<file path="src/rtl/pipeline_ctrl_pkg.sv">
// Shared types and constants for the pipeline hazard/stall controller.
package pipeline_ctrl_pkg;

    typedef enum logic {
        RUN     = 1'b0,
        MD_WAIT = 1'b1
    } state_e;

    localparam logic [4:0]  REG_ZERO       = 5'd0;
    localparam int unsigned MD_TIMEOUT_DEF = 40;

endpackage

</file>
<file path="src/rtl/load_use_detect.sv">
// Combinational load-use hazard check between the D instruction and a load in X.
module load_use_detect
    import pipeline_ctrl_pkg::*;
(
    input  logic [4:0] fd_rs_i,
    input  logic [4:0] fd_rt_i,
    input  logic       fd_uses_rs_i,
    input  logic       fd_uses_rt_i,
    input  logic [4:0] dx_rd_i,
    input  logic       dx_is_load_i,
    output logic       hazard_o
);

    logic rs_hit;
    logic rt_hit;

    always_comb begin
        rs_hit   = fd_uses_rs_i && (fd_rs_i == dx_rd_i);
        rt_hit   = fd_uses_rt_i && (fd_rt_i == dx_rd_i);
        // r0 is hardwired, so a load targeting it never creates a dependency
        hazard_o = dx_is_load_i && (dx_rd_i != REG_ZERO) && (rs_hit || rt_hit);
    end

endmodule

</file>
<file path="src/rtl/pipeline_ctrl.sv">
// Hazard/stall controller: latch enables and flushes for PC, F/D, D/X, X/M,
// plus mult/div start/ready sequencing with timeout and a stall counter.
module pipeline_ctrl
    import pipeline_ctrl_pkg::*;
#(
    parameter int unsigned MD_TIMEOUT = MD_TIMEOUT_DEF,
    parameter int unsigned CNT_W      = 16
) (
    input  logic             clock,
    input  logic             reset,
    input  logic [4:0]       fd_rs,
    input  logic [4:0]       fd_rt,
    input  logic             fd_uses_rs,
    input  logic             fd_uses_rt,
    input  logic [4:0]       dx_rd,
    input  logic             dx_is_load,
    input  logic             dx_is_md,
    input  logic             md_ready,
    input  logic             br_taken,
    output logic             pc_wren,
    output logic             fd_wren,
    output logic             dx_wren,
    output logic             xm_wren,
    output logic             fd_flush,
    output logic             dx_flush,
    output logic             xm_flush,
    output logic             md_start,
    output logic             md_busy,
    output logic             md_timeout,
    output logic [CNT_W-1:0] stall_cnt
);

    localparam int unsigned       WCNT_W    = (MD_TIMEOUT > 2) ? $clog2(MD_TIMEOUT) : 1;
    localparam logic [WCNT_W-1:0] WCNT_LAST = WCNT_W'(MD_TIMEOUT - 1);

    state_e            state_q, state_d;
    logic [WCNT_W-1:0] wcnt_q, wcnt_d;
    logic              tmo_q, tmo_d;
    logic [CNT_W-1:0]  stall_q, stall_d;

    logic hazard;
    logic pc_we, fd_we, dx_we, xm_we;
    logic fd_fl, dx_fl, xm_fl;
    logic start, busy;

    load_use_detect u_lud (
        .fd_rs_i      (fd_rs),
        .fd_rt_i      (fd_rt),
        .fd_uses_rs_i (fd_uses_rs),
        .fd_uses_rt_i (fd_uses_rt),
        .dx_rd_i      (dx_rd),
        .dx_is_load_i (dx_is_load),
        .hazard_o     (hazard)
    );

    always_comb begin
        state_d = state_q;
        wcnt_d  = wcnt_q;
        tmo_d   = tmo_q;
        pc_we   = 1'b1;
        fd_we   = 1'b1;
        dx_we   = 1'b1;
        xm_we   = 1'b1;
        fd_fl   = 1'b0;
        dx_fl   = 1'b0;
        xm_fl   = 1'b0;
        start   = 1'b0;
        busy    = 1'b0;
        case (state_q)
            RUN: begin
                if (dx_is_md) begin
                    start   = 1'b1;
                    pc_we   = 1'b0;
                    fd_we   = 1'b0;
                    dx_we   = 1'b0;
                    xm_fl   = 1'b1;
                    wcnt_d  = '0;
                    state_d = MD_WAIT;
                end else if (br_taken) begin
                    fd_fl = 1'b1;
                    dx_fl = 1'b1;
                end else if (hazard) begin
                    pc_we = 1'b0;
                    fd_we = 1'b0;
                    dx_fl = 1'b1;
                end
            end
            MD_WAIT: begin
                busy = 1'b1;
                if (md_ready || (wcnt_q == WCNT_LAST)) begin
                    state_d = RUN;
                    if (!md_ready) begin
                        tmo_d = 1'b1;
                    end
                end else begin
                    pc_we  = 1'b0;
                    fd_we  = 1'b0;
                    dx_we  = 1'b0;
                    xm_fl  = 1'b1;
                    wcnt_d = wcnt_q + 1'b1;
                end
            end
            default: state_d = RUN;
        endcase
    end

    always_comb begin
        stall_d = stall_q;
        if (!pc_we && (stall_q != '1)) begin
            stall_d = stall_q + 1'b1;
        end
    end

    always_ff @(posedge clock or negedge reset) begin
        if (!reset) begin
            state_q <= RUN;
            wcnt_q  <= '0;
            tmo_q   <= 1'b0;
            stall_q <= '0;
        end else begin
            state_q <= state_d;
            wcnt_q  <= wcnt_d;
            tmo_q   <= tmo_d;
            stall_q <= stall_d;
        end
    end

    // Mealy controls are forced low while reset is held so no latch moves.
    assign pc_wren    = reset & pc_we;
    assign fd_wren    = reset & fd_we;
    assign dx_wren    = reset & dx_we;
    assign xm_wren    = reset & xm_we;
    assign fd_flush   = reset & fd_fl;
    assign dx_flush   = reset & dx_fl;
    assign xm_flush   = reset & xm_fl;
    assign md_start   = reset & start;
    assign md_busy    = reset & busy;
    assign md_timeout = tmo_q;
    assign stall_cnt  = stall_q;

endmodule

</file>
<file path="config.mk">
export PLATFORM = sky130hd
export DESIGN_NAME = pipeline_ctrl
export DESIGN_NICKNAME = d
export VERILOG_FILES = /design/src/rtl/pipeline_ctrl_pkg.sv /design/src/rtl/load_use_detect.sv /design/src/rtl/pipeline_ctrl.sv
export SDC_FILE = /design/constraint.sdc
export NUM_CORES = 1
export LEC_CHECK = 0
export CORE_MARGIN = 2
export CORE_UTILIZATION = 48
export DETAILED_ROUTE_END_ITERATION = 16
export PLACE_DENSITY = 0.82
export SLEW_MARGIN = 25
export SYNTH_ARGS = -nofsm -noshare
export SYNTH_HDL_FRONTEND = slang
export SYNTH_SLANG_ARGS = --single-unit
</file>
<file path="constraint.sdc">
create_clock -name clock -period 3.31 [get_ports clock]
set_input_delay 0.331 -clock clock [delete_from_list [all_inputs] [get_ports clock]]
set_output_delay 0.331 -clock clock [all_outputs]
set_load 0.03 [all_outputs]
</file>
# Word level (Yosys, flattened, before mapping)
# Index checks and enable logic that the tools add are counted.
# op_classes
addsub,2
eq_ne,6
muxes,22
bitwise,9
n_reduce_logical,11
# op_table
operator,n
"16-bit by 1-bit adder with 16-bit output, second input constant",1
1-bit 2-to-1 mux,16
"16-bit != test, second input constant",1
6-bit 2-to-1 mux,2
6-bit case mux with 2 select lines,1
5-bit == test,2
1-bit bitwise AND,7
"6-bit by 1-bit adder with 6-bit output, second input constant",1
"6-bit == test, second input constant",1
1-bit case mux with 2 select lines,3
1-bit logical AND,5
5-bit nonzero test,1
"2-bit != test, second input constant",2
3-bit AND reduction,1
1-bit logical OR,2
1-bit inverter,2
2-bit AND reduction,1
1-bit zero test,1
# totals
ff_bits,24
out_inout_bits,26
word_cells,54

# Logic depth before layout (Yosys ltp)
# depth
ltp_word,10
depth_mapped,8
depth_no_buf,7

# Cells and area by module
# From an unflattened synthesis, not the netlist that was laid out.
# unflattened
cells_unflattened,140
area_unflattened_um2,1426.4
# by_module_without_submodules
mod,instances,cells_each,area_per_inst_um2
pipeline_ctrl,1,123,1292.5
load_use_detect,1,17,133.9

# Worst setup path after synthesis
# No wires, ideal clock.
# synth_timing
path_kind,input-to-output
startpoint,input port dx_rd[3]
endpoint,output port dx_flush
arrival_time_ns,2.008
slack_ns,0.971
cell_stages,6
path_buffers,0
cell_sequence,xor2_1 -> nor4_2 -> a32oi_2 -> nor2_1 -> nor2_1 -> nor4_1
# synth_between
elab_chain_cells,9
word_cells_on_any_way,13
cone_classes,2 x eq/ne; 4 x mux; 1 x bitwise; 6 x reduce/logical
# synth_rtl
element,line,rtl
"start, declared",pipeline_ctrl.sv:15,"input logic [4:0] dx_rd,"
"5-bit == test, on equally long branches","load_use_detect.sv:18, load_use_detect.sv:19",
"1-bit logical AND, on equally long branches","load_use_detect.sv:18, load_use_detect.sv:19",
1-bit logical OR,load_use_detect.sv:21,hazard_o = dx_is_load_i && (dx_rd_i != REG_ZERO) && (rs_hit || rt_hit);
1-bit logical AND *,load_use_detect.sv:21,
1-bit 2-to-1 mux *,pipeline_ctrl.sv:82,end else if (hazard) begin
1-bit 2-to-1 mux *,pipeline_ctrl.sv:79,end else if (br_taken) begin
1-bit 2-to-1 mux *,pipeline_ctrl.sv:71,if (dx_is_md) begin
1-bit 2-to-1 mux *,pipeline_ctrl.sv:69,case (state_q)
1-bit bitwise AND *,pipeline_ctrl.sv:134,assign dx_flush = reset & dx_fl;
"end, declared",pipeline_ctrl.sv:25,"output logic dx_flush,"
# Every way passes the cells marked *; elsewhere a longest branch is shown, timed or not.

# Final worst setup path
# Same ends and word-level chain as after synthesis.

==> impl_metrics.env <==
export IMPL_rr_endpoint="stall_cnt[1]"
export IMPL_insertion_delay_ns=0.32
export IMPL_worst_setup_hold_path_clk_slew_ns=0.15
export IMPL_cp_endpoint="dx_flush"
export IMPL_yosys_cell_types_count=36
export IMPL_grt_max_degree=27
export IMPL_r2r_cell_count=6
export IMPL_cts_root_buffer="clkbuf_4"
export IMPL_insertedDiodeCount=0
export IMPL_clock_sinks=24
export IMPL_first_pass_iters=4
export IMPL_dominantRegCellSynth="dfrtp_1"
export IMPL_clk_path_buf_depth=2
export IMPL_routed_via_count=1212
export IMPL_timing_max_slew_rel_slack=0.668
export IMPL_area_growth_syn_to_layout_pct=39.6
export IMPL_crit_path_max_incr_delay_ns=0.73
export IMPL_grt_first_pass_wirelength_mm=5.30
export IMPL_async_reset_ff_frac=1.00
export IMPL_clock_tree_from_tritoncts="done"
export IMPL_post_cts_setup_buffers=0
export IMPL_cp_arrival_ns=2.64
export IMPL_hold_path_class="input pin to async pin"
export IMPL_synth_seq_area_share=0.430
export IMPL_synthesis_instances=137
export IMPL_critical_path_slowest_cell="clkdlybuf4s50_1"
export IMPL_crit_buf_inv=2
export IMPL_critical_path_startpoint="dx_rd[3]"
export IMPL_path_cells="clkdlybuf4s50_1 -> xor2_1 -> nor4_1 -> a32oi_2 -> nor2_1 -> nor2_1 -> nor4_1 -> clkdlybuf4s50_1"
export IMPL_ant_nets=0
export IMPL_cts_repair_resize_count=0
export IMPL_cts_buffers=3
export IMPL_die_height_um=58.0
export IMPL_max_cap_violations=0
export IMPL_minimum_clock_period_ns=2.97
export IMPL_worst_case_vdd_ir_drop_mv=0.560
export IMPL_timing_rr_start="stall_cnt[0]"
export IMPL_globalRoute_totalOverflow=0
export IMPL_worstPathMaxFanout=3
export IMPL_place_hpwl_mm=2.39
export IMPL_crit_type="input pin to primary output"
export IMPL_die_width_um=58.0
export IMPL_final_wl_mm=3.23
export IMPL_mean_cell_area_of_the_mapped_netlist_um2=10.2
export IMPL_ys_warn_count=0
export IMPL_final_min_period_over_clock_period=0.898
export IMPL_achievable_frequency_mhz=336
export IMPL_nets=213
export IMPL_synth_enable_flop_cells=0
export IMPL_power_static_leakage_uw=0.000819
export IMPL_global_route_usage_total=0.203
export IMPL_place_gp_congestion=0.816
export IMPL_timing_worst_slew_pin_value_ns=0.496
export IMPL_synth_area_leader_cell="dfrtp_1"
export IMPL_synth_top_area_share=0.430
export IMPL_cts_hold_buffers_added=0
export IMPL_slew_violations=0
export IMPL_crit_family="buffers and inverters"
export IMPL_largest_clock_skew_in_the_final_design_ns=0.0131
export IMPL_critical_path_startpoint_type="input pin"
export IMPL_power_density_mw_per_mm2=517
export IMPL_fp_row_count=19
export IMPL_worst_endpoint_required_ns=2.98
export IMPL_synthesis_area_mm2=0.00140
export IMPL_status="completed"
export IMPL_layout_cells_excl_fill=218
export IMPL_yosys_top_cells_area="dfrtp_1 (43%), xnor2_1 (10%), xor2_1 (6.9%), nor2_1 (4.3%), nand4_1 (4.0%)"
export IMPL_antenna_found_initial=0
export IMPL_synth_fp_nets=162
export IMPL_fp_dieArea_mm2=0.00336
export IMPL_io_pins=49
export IMPL_ys_seq_elements=24
export IMPL_vias_in_the_first_global_route=1163
export IMPL_cp_depth=8
export IMPL_timing_setup_tns_ns=0
export IMPL_r2r_setup_slack_ns=1.20
export IMPL_route_detailed_wl_per_inst_um=14.8
export IMPL_routed_via_density=5.56
export IMPL_hold_viol=0
export IMPL_drt_first_iter_violations=40
export IMPL_cts_max_level=1
export IMPL_total_power_uw=1010
export IMPL_coreArea_mm2=0.00276
export IMPL_grt_setup_unrepaired="no"
export IMPL_drc_errors=0
export IMPL_final_layout_size_suffix_gt1_frac=0.0695
export IMPL_initial_core_util=0.507
export IMPL_setup_worst_path_end_class="primary output"
export IMPL_timing_final_setup_violations=0
export IMPL_place_inst=214
export IMPL_port_buffer_count=48
placed cells by master, fill, tap and decap left out, types with 2 or more instances in the layout:
| cell type | count |
|---|---|
| nand2_1 | 10 |
| xnor2_1 | 16 |
| and2_1 | 2 |
| a21oi_1 | 2 |
| o21ai_0 | 3 |
| inv_1 | 3 |
| dfrtp_1 | 24 |
| nand2b_1 | 3 |
| nor4_1 | 2 |
| nand3_1 | 6 |
| clkdlybuf4s50_1 | 48 |
| ha_1 | 2 |
| and3_1 | 5 |
| nand4_1 | 9 |
| nor2_1 | 16 |
| mux2_1 | 2 |
| xor2_1 | 11 |
| clkbuf_4 | 3 |
report_power, final:
group	internal, µW	total, µW	switching (µW)
combinational	170	378	207
clock	122	217	94.6
sequential	343	414	71.4
cell type report:
| cell class | instances | area [µm²] |
|---|---|---|
| Inverter | 3 | 11.3 |
| Multi-Input combinational cell | 107 | 759 |
| Timing Repair Buffer | 49 | 488 |
| Tap cell | 31 | 38.8 |
| Sequential cell | 24 | 601 |
| Fill cell | 224 | 807 |
| Clock buffer | 3 | 22.5 |
| Clock inverter | 1 | 30.0 |
worst min-delay path by stage:
stage | endpoint | slack [ns] | cells past startpoint
global route | wcnt_q[2] | 0.41 | 2
CTS | wcnt_q[2] | 0.40 | 2
finish | wcnt_q[2] | 0.38 | 2
detailed placement | md_timeout | 0.44 | 1
floorplan | md_timeout | 0.04 | 0
global placement | md_timeout | 0.44 | 1
logic make-up after synthesis:
logic type      count (synthesis)  share of synthesized area
buf+inv                         6                     0.0269
flops                          24                      0.430
simple gates                   62                      0.248
compound gates                 14                     0.0922
xor+xnor                       27                      0.169
fa+ha+maj                       2                     0.0179
mux                             2                     0.0161
through the flow:
stage	cell area, µm²	utilization	hold WS (ns)	setup slack [ns]
floorplan	1400	-	0.0354	0.971
global placement	1900	0.688	0.440	0.434
detailed placement	1900	0.688	0.444	0.315
CTS	1950	0.707	0.400	0.290
global route	1950	0.707	0.411	0.147
finish	1950	0.707	0.383	0.337
layer usage:
layer  vias to the layer above  wire, µm  track usage  part of all wire
met5                         -         0            0                 0
met4                         0         9       0.0399            0.0028
met3                         2       292       0.0469             0.090
met2                        56      1530        0.325              0.47
met1                       571      1400        0.285              0.43
li1                        583         -            -                 -
cells in the mapped netlist (2+ instances only):
library cell and n:
o21ai_0 3, and2_1 2, inv_1 3, ha_1 2
a21oi_1 2, nand2_1 10, mux2_1 2, nand4_1 9
nor4_1 2, nand2b_1 3, dfrtp_1 24, xor2_1 11
nand3_1 6, and3_1 5, xnor2_1 16, nor2_1 16
buf_4 2
flip-flops by register name (all words and copies together) (netlist names):
signal / flops
state_q: 1
stall_cnt: 16
wcnt_q: 6
md_timeout: 1
No activity file was read; power rests on OpenSTA's default activity.
